**config.mk**
```make
export PLATFORM = sky130hd
export DESIGN_NAME = arith_arb_flat
export DESIGN_NICKNAME = d
export VERILOG_FILES = /design/src/rtl/arith_arb_if.sv /design/src/rtl/arith_arb.sv /design/src/flat_wrapper.sv
export SDC_FILE = /design/constraint.sdc
export NUM_CORES = 1
export LEC_CHECK = 0
export ABC_AREA = 0
export CORE_MARGIN = 1.5
export CORE_UTILIZATION = 24
export DETAILED_ROUTE_END_ITERATION = 8
export SKIP_CTS_REPAIR_TIMING = 1
export SLEW_MARGIN = 40
export SYNTH_ARGS = -nofsm -noshare
export SYNTH_HDL_FRONTEND = slang
export SYNTH_SLANG_ARGS = --single-unit
```
**constraint.sdc**
```tcl
create_clock -name clk -period 3 [get_ports clk]
set_clock_uncertainty 0.15 [all_clocks]
set_input_delay 0.9 -clock clk [delete_from_list [all_inputs] [get_ports clk]]
set_output_delay 0.9 -clock clk [all_outputs]
set_load 0.1 [all_outputs]
```
**src/rtl/arith_arb_if.sv**
```systemverilog
// Requester/arbiter bundle for arith_arb: two req/gnt operand ports plus the shared result and done pulses.
// Master drives requests and operands; slave is the arbiter.
interface arith_arb_if #(
    parameter int WIDTH = 8
);
    logic             req0;
    logic [WIDTH-1:0] a0;
    logic [WIDTH-1:0] b0;
    logic             sub0;
    logic             req1;
    logic [WIDTH-1:0] a1;
    logic [WIDTH-1:0] b1;
    logic             sub1;
    logic             gnt0;
    logic             gnt1;
    logic             done0;
    logic             done1;
    logic [WIDTH-1:0] result;
    logic             cout;
    logic             ov;
    logic             busy;

    modport master (
        output req0, a0, b0, sub0, req1, a1, b1, sub1,
        input  gnt0, gnt1, done0, done1, result, cout, ov, busy
    );

    modport slave (
        input  req0, a0, b0, sub0, req1, a1, b1, sub1,
        output gnt0, gnt1, done0, done1, result, cout, ov, busy
    );
endinterface

```
**src/rtl/arith_arb.sv**
```systemverilog
// Round-robin arbiter sharing one add/sub datapath between two requesters; ARITH_ARB_SAT_EN saturates on overflow.
// Latency: gnt one edge after req, done two edges after gnt; one operation per 3 cycles, req ignored while busy.
// Backpressure: a requester holds req and operands until gnt; nothing is queued.
module arith_arb #(
    parameter int WIDTH = 8
) (
    input  logic        clk,
    input  logic        rst,
    arith_arb_if.slave  bus
);
    localparam int MSB = WIDTH - 1;

    typedef enum logic [1:0] {
        IDLE = 2'd0,
        EXEC = 2'd1,
        DONE = 2'd2
    } state_t;

    state_t state;
    state_t state_nxt;

    logic             grant_en;
    logic             winner;
    logic             owner;
    logic             last_served;
    logic [WIDTH-1:0] op_a;
    logic [WIDTH-1:0] op_b;
    logic             op_sub;

    logic             gnt0_q;
    logic             gnt1_q;
    logic             done0_q;
    logic             done1_q;
    logic [WIDTH-1:0] result_q;
    logic             cout_q;
    logic             ov_q;

    logic [WIDTH-1:0] b_eff;
    logic [WIDTH:0]   sum_ext;
    logic [WIDTH-1:0] sum_res;
    logic [WIDTH-1:0] res_final;
    logic             ov_calc;

    // Subtraction is a + ~b + 1, so cout=1 means no borrow.
    always_comb begin
        b_eff   = op_sub ? ~op_b : op_b;
        sum_ext = {1'b0, op_a} + {1'b0, b_eff} + {{WIDTH{1'b0}}, op_sub};
        sum_res = sum_ext[MSB:0];
        if (op_sub) begin
            ov_calc = (op_a[MSB] != op_b[MSB]) && (sum_res[MSB] != op_a[MSB]);
        end else begin
            ov_calc = (op_a[MSB] == op_b[MSB]) && (sum_res[MSB] != op_a[MSB]);
        end
    end

`ifdef ARITH_ARB_SAT_EN
    // Overflow direction follows the sign of a: negative a can only underflow.
    always_comb begin
        res_final = sum_res;
        if (ov_calc) begin
            res_final = op_a[MSB] ? {1'b1, {(WIDTH-1){1'b0}}} : {1'b0, {(WIDTH-1){1'b1}}};
        end
    end
`else
    always_comb begin
        res_final = sum_res;
    end
`endif

    always_comb begin
        state_nxt = state;
        grant_en  = 1'b0;
        winner    = 1'b0;
        case (state)
            IDLE: begin
                if (bus.req0 || bus.req1) begin
                    grant_en  = 1'b1;
                    state_nxt = EXEC;
                    if (bus.req0 && bus.req1) begin
                        winner = ~last_served;
                    end else begin
                        winner = bus.req1;
                    end
                end
            end
            EXEC:    state_nxt = DONE;
            DONE:    state_nxt = IDLE;
            default: state_nxt = IDLE;
        endcase
    end

    always_ff @(posedge clk) begin
        if (rst) begin
            state <= IDLE;
        end else begin
            state <= state_nxt;
        end
    end

    // last_served resets to 1 so a tie after reset goes to requester 0.
    always_ff @(posedge clk) begin
        if (rst) begin
            gnt0_q      <= 1'b0;
            gnt1_q      <= 1'b0;
            done0_q     <= 1'b0;
            done1_q     <= 1'b0;
            result_q    <= '0;
            cout_q      <= 1'b0;
            ov_q        <= 1'b0;
            owner       <= 1'b0;
            last_served <= 1'b1;
            op_a        <= '0;
            op_b        <= '0;
            op_sub      <= 1'b0;
        end else begin
            gnt0_q  <= grant_en && !winner;
            gnt1_q  <= grant_en && winner;
            done0_q <= (state == DONE) && !owner;
            done1_q <= (state == DONE) && owner;
            if (grant_en) begin
                owner       <= winner;
                last_served <= winner;
                op_a        <= winner ? bus.a1   : bus.a0;
                op_b        <= winner ? bus.b1   : bus.b0;
                op_sub      <= winner ? bus.sub1 : bus.sub0;
            end
            if (state == EXEC) begin
                result_q <= res_final;
                cout_q   <= sum_ext[WIDTH];
                ov_q     <= ov_calc;
            end
        end
    end

    assign bus.gnt0   = gnt0_q;
    assign bus.gnt1   = gnt1_q;
    assign bus.done0  = done0_q;
    assign bus.done1  = done1_q;
    assign bus.result = result_q;
    assign bus.cout   = cout_q;
    assign bus.ov     = ov_q;
    assign bus.busy   = (state != IDLE);
endmodule

```
**src/flat_wrapper.sv**
```systemverilog
// flat-port wrapper written by rule: the top's interface ports become plain ports
module arith_arb_flat 
#(
    parameter int WIDTH = 8
)
  (clk, rst, bus_req0, bus_a0, bus_b0, bus_sub0, bus_req1, bus_a1, bus_b1, bus_sub1, bus_gnt0, bus_gnt1, bus_done0, bus_done1, bus_result, bus_cout, bus_ov, bus_busy);
  arith_arb_if #(.WIDTH(WIDTH)) bus_i ();
  input  logic clk;
  input  logic rst;
  input wire logic [$bits(bus_i.req0)-1:0] bus_req0;
  input wire logic [$bits(bus_i.a0)-1:0] bus_a0;
  input wire logic [$bits(bus_i.b0)-1:0] bus_b0;
  input wire logic [$bits(bus_i.sub0)-1:0] bus_sub0;
  input wire logic [$bits(bus_i.req1)-1:0] bus_req1;
  input wire logic [$bits(bus_i.a1)-1:0] bus_a1;
  input wire logic [$bits(bus_i.b1)-1:0] bus_b1;
  input wire logic [$bits(bus_i.sub1)-1:0] bus_sub1;
  output wire logic [$bits(bus_i.gnt0)-1:0] bus_gnt0;
  output wire logic [$bits(bus_i.gnt1)-1:0] bus_gnt1;
  output wire logic [$bits(bus_i.done0)-1:0] bus_done0;
  output wire logic [$bits(bus_i.done1)-1:0] bus_done1;
  output wire logic [$bits(bus_i.result)-1:0] bus_result;
  output wire logic [$bits(bus_i.cout)-1:0] bus_cout;
  output wire logic [$bits(bus_i.ov)-1:0] bus_ov;
  output wire logic [$bits(bus_i.busy)-1:0] bus_busy;
  assign bus_i.req0 = bus_req0;
  assign bus_i.a0 = bus_a0;
  assign bus_i.b0 = bus_b0;
  assign bus_i.sub0 = bus_sub0;
  assign bus_i.req1 = bus_req1;
  assign bus_i.a1 = bus_a1;
  assign bus_i.b1 = bus_b1;
  assign bus_i.sub1 = bus_sub1;
  assign bus_gnt0 = bus_i.gnt0;
  assign bus_gnt1 = bus_i.gnt1;
  assign bus_done0 = bus_i.done0;
  assign bus_done1 = bus_i.done1;
  assign bus_result = bus_i.result;
  assign bus_cout = bus_i.cout;
  assign bus_ov = bus_i.ov;
  assign bus_busy = bus_i.busy;
  arith_arb #(.WIDTH(WIDTH)) u_core (.clk(clk), .rst(rst), .bus(bus_i));
endmodule
```
# Yosys cells after proc, flatten, opt, wreduce, memory -nomap -nowiden
# Index checks and enable logic that the tools add are counted.
# W data, S select, Z words.
[totals] latch_bits=0 romBits=0 input_bits=38 reg_bits=35 mem_bits_rw=0 memories=0 output_inout_bits=15 word_cells=47
[classes] shift=0 add_sub_neg=2 n_div=0 muxes=12 eq_ne=6 order_cmp=0 multipliers=0 n_reduce_logical=12 bitwise_logic=2
[ops] cell="$mux W8" count=3
[ops] cell="$add A8 B8 Y9" count=1
[ops] cell="$add A9 B1 Y9" count=1
[ops] cell="$not A8 Y8" count=1
[ops] cell="$logic_and A1 B1 Y1" count=7
[ops] cell="$mux W1" count=7
[ops] cell="$pmux W2 S2" count=1
[ops] cell="$eq A2 B1 Y1 const B" count=1
[ops] cell="$eq A2 B2 Y1 const B" count=1
[ops] cell="$logic_not A1 Y1" count=2
[ops] cell="$logic_not A2 Y1" count=1
[ops] cell="$mux W2" count=1
[ops] cell="$ne A1 B1 Y1" count=2
[ops] cell="$ne A2 B1 Y1 const B" count=1
[ops] cell="$reduce_bool A2 Y1" count=1
[ops] cell="$eq A1 B1 Y1" count=1
[ops] cell="$logic_or A1 B1 Y1" count=1
[ops] cell="$not A1 Y1" count=1

# Logic depth before layout (Yosys ltp)
[depth] depth_word=7 mapped_depth=9 depth_no_buf=8

# Least setup slack after synthesis
# OpenSTA, ideal clock, no wires.
[synth_path] path_kind="register -> register" start="register u_core.op_b[0]" end="register u_core.cout_q (netlist: u_core.bus.cout)" path_buffers=0 required_ns=2.718 arrival_time_ns=1.885 setup_slack_ns=0.833 setup_ns=0.132 path_stages_with_launch=9 period_less_slack_ns=2.167 path_cell_list="dfxtp_1 mux2i_1 inv_1 fa_1 a21o_1 a21oi_1 o211ai_1 a31oi_1 a21oi_1"
[synth_between] elab_chain_len=4
[synth_rtl] item="start: declaration" line="arith_arb.sv:27" rtl="logic [WIDTH-1:0] op_b;"
[synth_rtl] item="start signal: assignment" line="arith_arb.sv:124" rtl="op_b <= winner ? bus.b1 : bus.b0;"
[synth_rtl] item="$not A8 Y8" line="arith_arb.sv:46" rtl="b_eff = op_sub ? ~op_b : op_b;"
[synth_rtl] item="$mux W8 *" line="arith_arb.sv:46"
[synth_rtl] item="$add A8 B8 Y9 *" line="arith_arb.sv:47" rtl="sum_ext = {1'b0, op_a} + {1'b0, b_eff} + {{WIDTH{1'b0}}, op_sub};"
[synth_rtl] item="$add A9 B1 Y9 *" line="arith_arb.sv:47"
[synth_rtl] item="end signal: assignment" line="arith_arb.sv:129" rtl="cout_q <= sum_ext[WIDTH];"
[synth_rtl] item="end: declaration" line="arith_arb.sv:35" rtl="logic cout_q;"
# Every way passes the cells marked *; elsewhere a longest branch is shown, timed or not.
# A chain may end at the register's enable or synchronous reset.

# Final worst setup path
[layout_path] start="register u_core.op_sub" end="register u_core.cout_q (netlist: u_core.bus.cout)"
[layout_between] elab_chain_len=3
[layout_rtl] item="start: declaration" line="arith_arb.sv:28" rtl="logic op_sub;"
[layout_rtl] item="start signal: assignment" line="arith_arb.sv:125" rtl="op_sub <= winner ? bus.sub1 : bus.sub0;"
[layout_rtl] item="$mux W8" line="arith_arb.sv:46"
[layout_rtl] item="$add A8 B8 Y9" line="arith_arb.sv:47"
[layout_rtl] item="$add A9 B1 Y9 *" line="arith_arb.sv:47"
# Marked as above.

==> qor.yml <==
fin_crit_ns: 2.532
ff2ff_path_depth: 8
routabilityCongestion: 0.7854
ant_nets: 0
p_sw_share_pct: 34.56
totalPowerFinal_mw: 1.355
drt-vias-per-instance: 4.321
synthDistinctLibCells: 41
drt_pass1_iterations: 5
start_util_pct: 25.09
avgSynthCellArea_um2: 9.418
clkSlewWorstSetupHoldPaths_ns: 0.07
p_sw_uw: 468.3
reg2reg_to: "u_core.bus.cout"
max_cap_violations: 0
worstPathArrival_ns: 2.52
worst_pin_slew_ns: 0.6058
grt.overflow.total: 0
syn_inst: 182
die_w_um: 87.51
hp-start: "u_core.bus.result[3]"
synth_fa_ha_area_share_pct: 7.737
route.detailed.drc: 0
power.density_nw_per_um2: 565.9
r2r-start: "u_core.op_sub"
antenna_found_initial: 0
synth_top_family_by_area: "compound AO/OA/AOI/OAI gates"
synth-edff-count: 0
fp.dieH_um: 87.51
synth_ff_type: "dfxtp_1"
finalWirelength_um: 3773
outcome: "finished clean"
path_class: "reg2reg"
fin_crit_sh_pct: 84.39
track_usage_pct: 10.32
required_ns: 2.99
synth_xor_area_share_pct: 6.569
setup_ws_ns: 0.4683
rows: 30
finalMaxSlewViolations: 0
grt_max_degree: 19
syn_to_final_growth_pct: 39.71
htree_levels: 2
die_area_um2: 7658
cts_buffer_depth: 2
setup_viol: 0
critPathCaptureType: "register"
num-nets-final: 284
grt_pass1_vias: 1355
max_freq_ghz: 0.3950
min_to: "u_core.bus.result[3]"
p_clk_share_pct: 26.8
synth-seq-area-share_pct: 40.88
startpoint: "u_core.op_sub"
grt_pass1_wl_um: 6251
cts_tree: "yes"
io_buffers: 52
dpl_worst_slack_ns: 0.3954
cts.sinks: 35
fp.coreArea_um2: 6832
internal-power_uw: 886.8
finalSetupTns_ns: 0
rsz0062_at_grt: "false"
power_frac_seq_pct: 40.3
synth_seq_cells: 35
io_pins: 53
crit_path_max_fanout: 9
drt_iter0_markers: 94
clk_root_buffer_cell: "clkbuf_8"
peakVddDrop_mv: 0.1654
hold_viol: 0
synth_fp_nets: 230
synth_compound_area_share_pct: 21.97
r2r_slack_ns: 0.47
place_hpwl_um: 3006
holdPathStages: 2
numCtsBuffers: 5
antennaDiodeCount: 0
hold_class: "reg2reg"
combPwrFrac_pct: 32.9
netlist_area_um2: 1714
slew_headroom_pct: 59.53
ys.warnings.count: 0
synth_mux_area_share_pct: 2.336
synth-async-reset-ratio_pct: 0
startpoint_type: "register"
vias: 1439
drive_gt1_share_pct: 13.92
leakagePower_nw: 1.095
synth-simple-area-share_pct: 12.85
routedWlPerCell_um: 11.33
clkLatencyLatePin_ns: 0.28
==> worst max path at each step <==
stage	cells after the start	to	slack, ns
6_report	8	u_core.bus.cout	0.47
5_1_grt	8	u_core.bus.cout	0.27
4_1_cts	8	u_core.bus.cout	0.46
3_5_place_dp	6	u_core.op_b[4]	0.40
3_3_place_gp	6	u_core.op_a[4]	0.42
2_1_floorplan	8	u_core.bus.cout	0.83
==> sequential cells by signal, summed over array words and instances (netlist names), 2 cells and up <==
name	flops
u_core.op_a	8
u_core.op_b	8
u_core.state	2
u_core.bus.result	8
==> cells in the final DEF (no fill, tap or decap), types with 3 or more instances in the layout <==
| master | netlist | layout |
|---|---|---|
| ha_1 | 9 | 9 |
| inv_1 | 21 | 21 |
| xor2_1 | 8 | 8 |
| clkdlybuf4s50_1 | 0 | 37 |
| nor4b_1 | 3 | 3 |
| a21oi_1 | 12 | 12 |
| nor2_1 | 5 | 5 |
| o21ai_0 | 3 | 3 |
| clkbuf_8 | 0 | 7 |
| nand2_1 | 21 | 21 |
| dfxtp_1 | 35 | 35 |
| mux2i_1 | 4 | 4 |
| buf_4 | 0 | 19 |
| xnor2_1 | 3 | 3 |
| a222oi_1 | 16 | 16 |
==> synth_stat cells, types with 3 or more instances <==
| library cell | number | area, um^2 |
|---|---|---|
| nand2_1 | 21 | 78.83 |
| o21ai_0 | 3 | 15.01 |
| buf_2 | 3 | 15.01 |
| a222oi_1 | 16 | 160.2 |
| clkbuf_1 | 4 | 15.01 |
| nor2_1 | 5 | 18.77 |
| a21oi_1 | 12 | 60.06 |
| ha_1 | 9 | 112.6 |
| dfxtp_1 | 35 | 700.7 |
| nor4b_1 | 3 | 26.28 |
| mux2i_1 | 4 | 40.04 |
| xnor2_1 | 3 | 26.28 |
| inv_1 | 21 | 78.83 |
| xor2_1 | 8 | 70.07 |
==> logic make-up after synthesis <==
| kind of cell | Yosys count |
|---|---|
| adder cells (fa/ha/maj) | 10 |
| XOR/XNOR | 12 |
| multiplexers | 4 |
| AO/OA/AOI/OAI | 48 |
| AND/OR/NAND/NOR | 43 |
| buffers and inverters | 30 |
| flip-flops | 35 |
==> power by group through the flow <==
stage | Sequential, mW | Combinational, mW | Clock, mW
6_report | 0.546 | 0.446 | 0.363
5_1_grt | 0.554 | 0.486 | 0.399
4_1_cts | 0.548 | 0.449 | 0.379
3_5_place_dp | 0.558 | 0.447 | 0
3_3_place_gp | 0.557 | 0.447 | 0
2_1_floorplan | 0.658 | 0.222 | 0
==> layout make-up <==
type / instances / area (um^2)
multi-input cells: 117 / 882.1
clock buffers: 8 / 100.1
fillers: 723 / 4437
repair buffers: 56 / 513.0
well taps: 96 / 120.1
inverters: 21 / 78.83
flip-flops and latches: 35 / 700.7
==> routing by layer <==
| layer | up-vias | routed length (um) | global-route usage (%) |
|---|---|---|---|
| met5 | - | 0 | 0 |
| met4 | 0 | 67 | 4.762 |
| met2 | 44 | 1550 | 15.24 |
| met3 | 5 | 233 | 2.654 |
| li1 | 772 | - | - |
| met1 | 618 | 1922 | 14.06 |
==> worst max-delay path: stages (launching register included) <==
cell and delay [ns]:
dfxtp_1 0.46, mux2i_1 0.37, inv_1 0.10, fa_1 0.41
a21o_1 0.19, a21oi_1 0.26, o211ai_1 0.12, a31oi_1 0.23
a21oi_1 0.09
==> through the flow <==
| step | util, % | cell area (um^2) | cells | hold WS, ns |
|---|---|---|---|---|
| floorplan | - | 1714 | 182 | 0.2672 |
| global placement | 33.59 | 2295 | 325 | 0.2952 |
| detailed placement | 33.59 | 2295 | 325 | 0.3034 |
| CTS | 35.05 | 2395 | 333 | 0.3134 |
| global route | 35.05 | 2395 | 333 | 0.3337 |
| finish | 35.05 | 2395 | 333 | 0.3060 |
(Power assumes the default switching activity.)
